`src/rtl/hazard_pkg.sv`:
```
// Shared constants and helpers for the register hazard scoreboard.
// Stage codes name the pipeline stage at which an operand is consumed or a result is forwardable.
package hazard_pkg;

    localparam int NUM_REGS_D = 32;
    localparam int REG_W_D    = 5;
    localparam int MAX_LAT_D  = 3;
    localparam int STAGE_W_D  = 2;
    localparam int CNT_W_D    = 32;

    // Countdown values are carried through sat_dec at this width, so any STAGE_W up to 8 fits.
    localparam int SAT_W = 8;

    localparam logic [1:0] STG_ID  = 2'd0;
    localparam logic [1:0] STG_EX  = 2'd1;
    localparam logic [1:0] STG_MEM = 2'd2;
    localparam logic [1:0] STG_WB  = 2'd3;

    function automatic logic [SAT_W-1:0] sat_dec(input logic [SAT_W-1:0] v);
        logic [SAT_W-1:0] res;
        if (v == 8'd0) begin
            res = 8'd0;
        end else begin
            res = v - 8'd1;
        end
        return res;
    endfunction

endpackage

```
`src/rtl/hazard_sb_entry.sv`:
```
// One scoreboard slot: the remaining cycles before a register's pending result can be forwarded.
// It counts down to zero, reloads on issue, and takes the restore value when a flush undoes an issue.
module hazard_sb_entry
    import hazard_pkg::*;
#(
    parameter int STAGE_W = STAGE_W_D
) (
    input  logic               i_clk,
    input  logic               i_rst_n,
    input  logic               i_load,
    input  logic [STAGE_W-1:0] i_load_val,
    input  logic               i_restore,
    input  logic [STAGE_W-1:0] i_restore_val,
    output logic [STAGE_W-1:0] o_cnt
);

    logic [STAGE_W-1:0] r_cnt;
    logic [STAGE_W-1:0] w_cnt_nxt;

    // Restore and load never coincide because a flush blocks issue; restore is checked first regardless.
    always_comb begin
        w_cnt_nxt = STAGE_W'(sat_dec(SAT_W'(r_cnt)));
        if (i_restore) begin
            w_cnt_nxt = i_restore_val;
        end else if (i_load) begin
            w_cnt_nxt = i_load_val;
        end else begin
            w_cnt_nxt = STAGE_W'(sat_dec(SAT_W'(r_cnt)));
        end
    end

    // Countdown register.
    always_ff @(posedge i_clk or negedge i_rst_n) begin
        if (!i_rst_n) begin
            r_cnt <= {STAGE_W{1'b0}};
        end else begin
            r_cnt <= w_cnt_nxt;
        end
    end

    assign o_cnt = r_cnt;

endmodule

```
`src/rtl/hazard_scoreboard.sv`:
```
// Countdown-scoreboard hazard detector beside ID: stalls until every used source is forwardable,
// undoes the scoreboard write of an instruction flushed out of EX, and counts stalled cycles.
module hazard_scoreboard
    import hazard_pkg::*;
#(
    parameter int NUM_REGS = NUM_REGS_D,
    parameter int REG_W    = REG_W_D,
    parameter int MAX_LAT  = MAX_LAT_D,
    parameter int STAGE_W  = STAGE_W_D,
    parameter int CNT_W    = CNT_W_D
) (
    input  logic                i_clk,
    input  logic                i_rst_n,
    input  logic                i_id_valid,
    input  logic [REG_W-1:0]    i_id_rs,
    input  logic [REG_W-1:0]    i_id_rt,
    input  logic                i_rs_used,
    input  logic                i_rt_used,
    input  logic [STAGE_W-1:0]  i_rs_stage,
    input  logic [STAGE_W-1:0]  i_rt_stage,
    input  logic                i_id_wr_en,
    input  logic [REG_W-1:0]    i_id_rd,
    input  logic [STAGE_W-1:0]  i_id_res_stage,
    input  logic                i_flush,
    input  logic                i_stat_clr,
    output logic                o_stall,
    output logic                o_stall_rs,
    output logic                o_stall_rt,
    output logic [NUM_REGS-1:0] o_busy_mask,
    output logic [CNT_W-1:0]    o_stall_cycles
);

    logic [STAGE_W-1:0] w_cnt [NUM_REGS];
    logic [NUM_REGS-1:0] w_busy;
    logic [STAGE_W-1:0] w_rs_cnt;
    logic [STAGE_W-1:0] w_rt_cnt;
    logic               w_stall_rs;
    logic               w_stall_rt;
    logic               w_stall;
    logic               w_issue;
    logic               w_issue_wr;
    logic               w_restore;
    logic [STAGE_W-1:0] w_restore_val;
    logic [31:0]        w_res_ext;
    logic [STAGE_W-1:0] w_res_clamped;

    logic               r_sh_valid;
    logic [REG_W-1:0]   r_sh_rd;
    logic [STAGE_W-1:0] r_sh_prev;
    logic [CNT_W-1:0]   r_stall_cycles;

    assign w_cnt[0] = {STAGE_W{1'b0}};

    genvar g;
    generate
        for (g = 1; g < NUM_REGS; g++) begin : g_entry
            hazard_sb_entry #(
                .STAGE_W(STAGE_W)
            ) u_entry (
                .i_clk        (i_clk),
                .i_rst_n      (i_rst_n),
                .i_load       (w_issue_wr && (i_id_rd == REG_W'(g))),
                .i_load_val   (w_res_clamped),
                .i_restore    (w_restore && (r_sh_rd == REG_W'(g))),
                .i_restore_val(w_restore_val),
                .o_cnt        (w_cnt[g])
            );
        end
    endgenerate

    // Busy mask: a register is busy while its countdown has not reached zero.
    always_comb begin
        w_busy = {NUM_REGS{1'b0}};
        for (int r = 1; r < NUM_REGS; r++) begin
            w_busy[r] = (w_cnt[r] != {STAGE_W{1'b0}});
        end
    end

    assign w_rs_cnt = w_cnt[i_id_rs];
    assign w_rt_cnt = w_cnt[i_id_rt];

    // A source stalls when its producer needs more cycles than the consumer has until its use stage.
    always_comb begin
        w_stall_rs = i_id_valid && i_rs_used && (i_id_rs != {REG_W{1'b0}}) &&
                     (w_rs_cnt > i_rs_stage) && !i_flush;
        w_stall_rt = i_id_valid && i_rt_used && (i_id_rt != {REG_W{1'b0}}) &&
                     (w_rt_cnt > i_rt_stage) && !i_flush;
        w_stall    = w_stall_rs || w_stall_rt;
    end

    assign w_issue    = i_id_valid && !w_stall && !i_flush;
    assign w_issue_wr = w_issue && i_id_wr_en && (i_id_rd != {REG_W{1'b0}});
    assign w_restore  = i_flush && r_sh_valid;
    // The shadow holds the old producer's count as seen one cycle later; one more step lands on the flush-cycle value.
    assign w_restore_val = STAGE_W'(sat_dec(SAT_W'(r_sh_prev)));
    assign w_res_ext  = 32'(i_id_res_stage);

    // Producer latency clamp.
    always_comb begin
        if (w_res_ext > 32'(MAX_LAT)) begin
            w_res_clamped = STAGE_W'(MAX_LAT);
        end else begin
            w_res_clamped = i_id_res_stage;
        end
    end

    // Shadow of the most recent scoreboard write, kept for one cycle so a flush can undo it.
    always_ff @(posedge i_clk or negedge i_rst_n) begin
        if (!i_rst_n) begin
            r_sh_valid <= 1'b0;
            r_sh_rd    <= {REG_W{1'b0}};
            r_sh_prev  <= {STAGE_W{1'b0}};
        end else if (w_issue_wr) begin
            r_sh_valid <= 1'b1;
            r_sh_rd    <= i_id_rd;
            r_sh_prev  <= STAGE_W'(sat_dec(SAT_W'(w_cnt[i_id_rd])));
        end else begin
            r_sh_valid <= 1'b0;
        end
    end

    // Saturating stall-cycle counter; clear wins over increment.
    always_ff @(posedge i_clk or negedge i_rst_n) begin
        if (!i_rst_n) begin
            r_stall_cycles <= {CNT_W{1'b0}};
        end else if (i_stat_clr) begin
            r_stall_cycles <= {CNT_W{1'b0}};
        end else if (w_stall && (r_stall_cycles != {CNT_W{1'b1}})) begin
            r_stall_cycles <= r_stall_cycles + {{(CNT_W-1){1'b0}}, 1'b1};
        end else begin
            r_stall_cycles <= r_stall_cycles;
        end
    end

    assign o_stall        = w_stall;
    assign o_stall_rs     = w_stall_rs;
    assign o_stall_rt     = w_stall_rt;
    assign o_busy_mask    = w_busy;
    assign o_stall_cycles = r_stall_cycles;

endmodule

```
`config.mk`:
```
export PLATFORM = sky130hd
export DESIGN_NAME = hazard_scoreboard
export DESIGN_NICKNAME = d
export VERILOG_FILES = /design/src/rtl/hazard_pkg.sv /design/src/rtl/hazard_sb_entry.sv /design/src/rtl/hazard_scoreboard.sv
export SDC_FILE = /design/constraint.sdc
export NUM_CORES = 1
export LEC_CHECK = 0
export CAP_MARGIN = 40
export CORE_UTILIZATION = 54
export DETAILED_ROUTE_END_ITERATION = 8
export PLACE_DENSITY = 0.78
export SLEW_MARGIN = 30
export SYNTH_ARGS = -nofsm -noshare
export SYNTH_HDL_FRONTEND = slang
export SYNTH_SLANG_ARGS = --single-unit
```
`constraint.sdc`:
```
create_clock -name i_clk -period 5.6 [get_ports i_clk]
set_input_delay 1.12 -clock i_clk [delete_from_list [all_inputs] [get_ports i_clk]]
set_output_delay 1.12 -clock i_clk [all_outputs]
set_load 0.02 [all_outputs]
```
==> flow_metrics.tcl <==
set metrics [dict create \
    status "finished clean" \
    final_common_cell "dfrtp_1" \
    power.leakage_nw 3.45 \
    worstMarginPinSlew_ns 0.905 \
    finalNonFillerCells 1026 \
    htree_levels 3 \
    yosys_warnings 0 \
    synth-seq-cells 102 \
    fin_area_um2 8970 \
    cts_tree "built" \
    hold_class "flip-flop to flip-flop" \
    cap_viol_max_count 0 \
    max_freq_mhz 181 \
    fin_worst_skew_ns 0.00787 \
    clk_pin_slew_ns 0.07 \
    insertion_delay_ns 0.37 \
    synth_ff_type "dfrtp_1" \
    max-slew-margin-rel 0.395 \
    ant_nets 0 \
    core-area_um2 13400 \
    syn-num-nets 802 \
    die_x_um 120 \
    diodes 0 \
    pin_count 96 \
    ys_seq_area_frac 0.341 \
    path_cells "clkdlybuf4s50_1 > buf_12 > mux2_2 > a22o_1 > mux4_2 > mux2_2 > ha_1 > nor2b_1 > o2111ai_1 > o22a_4 > inv_4 > dlygate4sd2_1" \
    crit_type "primary input to primary output" \
    grt_pass1_vias 7141 \
    hpwl_um 18000 \
    rsz0062_at_grt "no" \
    drive_gt1_frac 0.184 \
    dr.pass1.iters 5 \
    drc 0 \
    wirelength_um 25200 \
    critPathRequiredTime_ns 4.48 \
    grt_pass1_wl_um 39600 \
    slew_violations 0 \
    holdWs_ns 0.569 \
    areaGrowthSynthToFinish_pct 19.7 \
    vdd_drop_max_mv 0.167 \
    cts_buffers 9 \
    cp-end-kind "primary output" \
    setup_ws_ns 0.0845 \
    synth-edff-count 0 \
    hold_viol_final 0 \
    synthArstFlopShare 1.00 \
    avgSynthCellArea_um2 9.76 \
    placed_cells 1007 \
    start_util 0.559 \
    period_share 0.985 \
    antenna_found_initial 0 \
    cts.sinks 102 \
    ys_types 74 \
    vias 7294 \
    cp_common_cell "mux2_2" \
    cts_root_buffer "clkbuf_16" \
    mostFrequentLayoutCells "102 x dfrtp_1, 89 x clkdlybuf4s50_1, 77 x nand2_1" \
    critPathMaxStageDelay_ns 0.51 \
    postPlaceCellArea_um2 8620 \
    cp_max_fo 14 \
    syn_area_um2 7490 \
    power_density_nw_per_um2 186 \
    pre_cts_slack_ns -0.164 \
    dr.first_iter.drc_count 942 \
    wl_per_cell_um 24.6 \
    timing.setup.tns_ns 0 \
    setup_viol 0 \
    gp_congestion 0.978 \
    portBuffers 94 \
    avgViaCountPerCell 7.11 \
    nets 879 \
    crit_arrival_ns 4.40 \
    clk_path_buf_depth 2 \
    grt.total_usage 0.366 \
    grt_max_degree 60 \
    start_kind "primary input" \
    cts_setup_buffers 0 \
    die_area_um2 14300 \
    rows 42 \
    min_period_ns 5.52 \
    dieHeight_um 120 \
    syn_inst 768 \
    crit_slowest_cell "clkdlybuf4s50_1" \
    gr-total-overflow 0 \
]
[cell families after synthesis]
family | count (synthesis) | share of synthesized area
and+or+nand+nor | 336 | 0.243
AOI/OAI and AO/OA | 158 | 0.166
DFF | 102 | 0.341
muxes | 69 | 0.165
buffers and inverters | 68 | 0.0419
xor gates and xnor gates | 29 | 0.0339
adders and majority gates | 5 | 0.00835
other | 1 | 0.000501
[cells in the mapped netlist (13+ instances only)]
master	count	area, µm²
or2_2	33	206
clkbuf_1	32	120
o21ai_0	16	80.1
nor2b_1	21	131
o211ai_1	15	113
mux2_2	14	158
nor3_1	15	75.1
nand4_1	30	188
inv_1	13	48.8
mux4_2	42	946
dfrtp_1	102	2550
nand2_1	78	293
nand3_1	26	130
o221ai_1	31	272
o2111ai_1	24	210
xnor2_1	17	149
nor2_1	62	233
[final timing paths]
check	from	slack (ns)	end	depth (start not counted)
max	i_id_rt[0]	0.08	o_stall	12
min	g_entry[13].u_entry.o_cnt[0]$_DFF_PN0_	0.57	g_entry[13].u_entry.o_cnt[0]$_DFF_PN0_	1
max reg2reg	g_entry[28].u_entry.o_cnt[1]$_DFF_PN0_	1.44	g_entry[29].u_entry.o_cnt[1]$_DFF_PN0_	11
min reg2reg	g_entry[13].u_entry.o_cnt[0]$_DFF_PN0_	0.57	g_entry[13].u_entry.o_cnt[0]$_DFF_PN0_	1
max in group asynchronous	i_rst_n	3.92	o_stall_cycles[12]$_DFFE_PN0P_	3
min in group asynchronous	i_rst_n	0.60	g_entry[18].u_entry.o_cnt[1]$_DFF_PN0_	1
[power breakdown]
part / internal (mW) / switching (mW)
logic: 0.0790 / 0.147
clock network: 0.357 / 0.315
registers: 0.747 / 0.0188
[worst max-delay path: cells and delay by family]
family          cells  cell delay, ns
mux                 3            1.08
buf+inv             4            1.03
compound gates      3            0.73
fa+ha+maj           1            0.29
simple gates        1            0.14
[final cells by class]
type / count / area, µm²
Clock inverter: 6 / 78.8
Tap cell: 176 / 220
Fill cell: 1107 / 4430
Clock buffer: 10 / 229
Sequential cell: 102 / 2550
Inverter: 15 / 58.8
Multi-Input combinational cell: 598 / 4650
Timing Repair Buffer: 119 / 1180
[registers in the layout, summed over array words and instances (netlist names)]
| name | count |
|---|---|
| r_sh_valid | 1 |
| r_sh_prev | 2 |
| r_sh_rd | 5 |
| o_stall_cycles | 32 |
| g_entry.u_entry.o_cnt | 62 |
[through the flow]
stage	power, mW	utilization
after global placement	0.990	0.641
after global routing	1.71	0.669
after floorplan	0.899	-
after CTS	1.66	0.666
final	1.66	0.669
after detailed placement	0.997	0.643
[routing by layer]
layer / vias up / GRT usage / routed length (µm)
met1: 3520 / 0.476 / 9550
met3: 101 / 0.0727 / 2570
met2: 540 / 0.571 / 11700
li1: 3133 / - / -
met5: - / 0 / 0
met4: 0 / 0.206 / 1380
[timing repair]
item	CTS	global route
hold buffers	0	0
endpoints found under the setup margin	3	0
gates resized for setup	3	0
No activity file was read; power rests on OpenSTA's default activity.
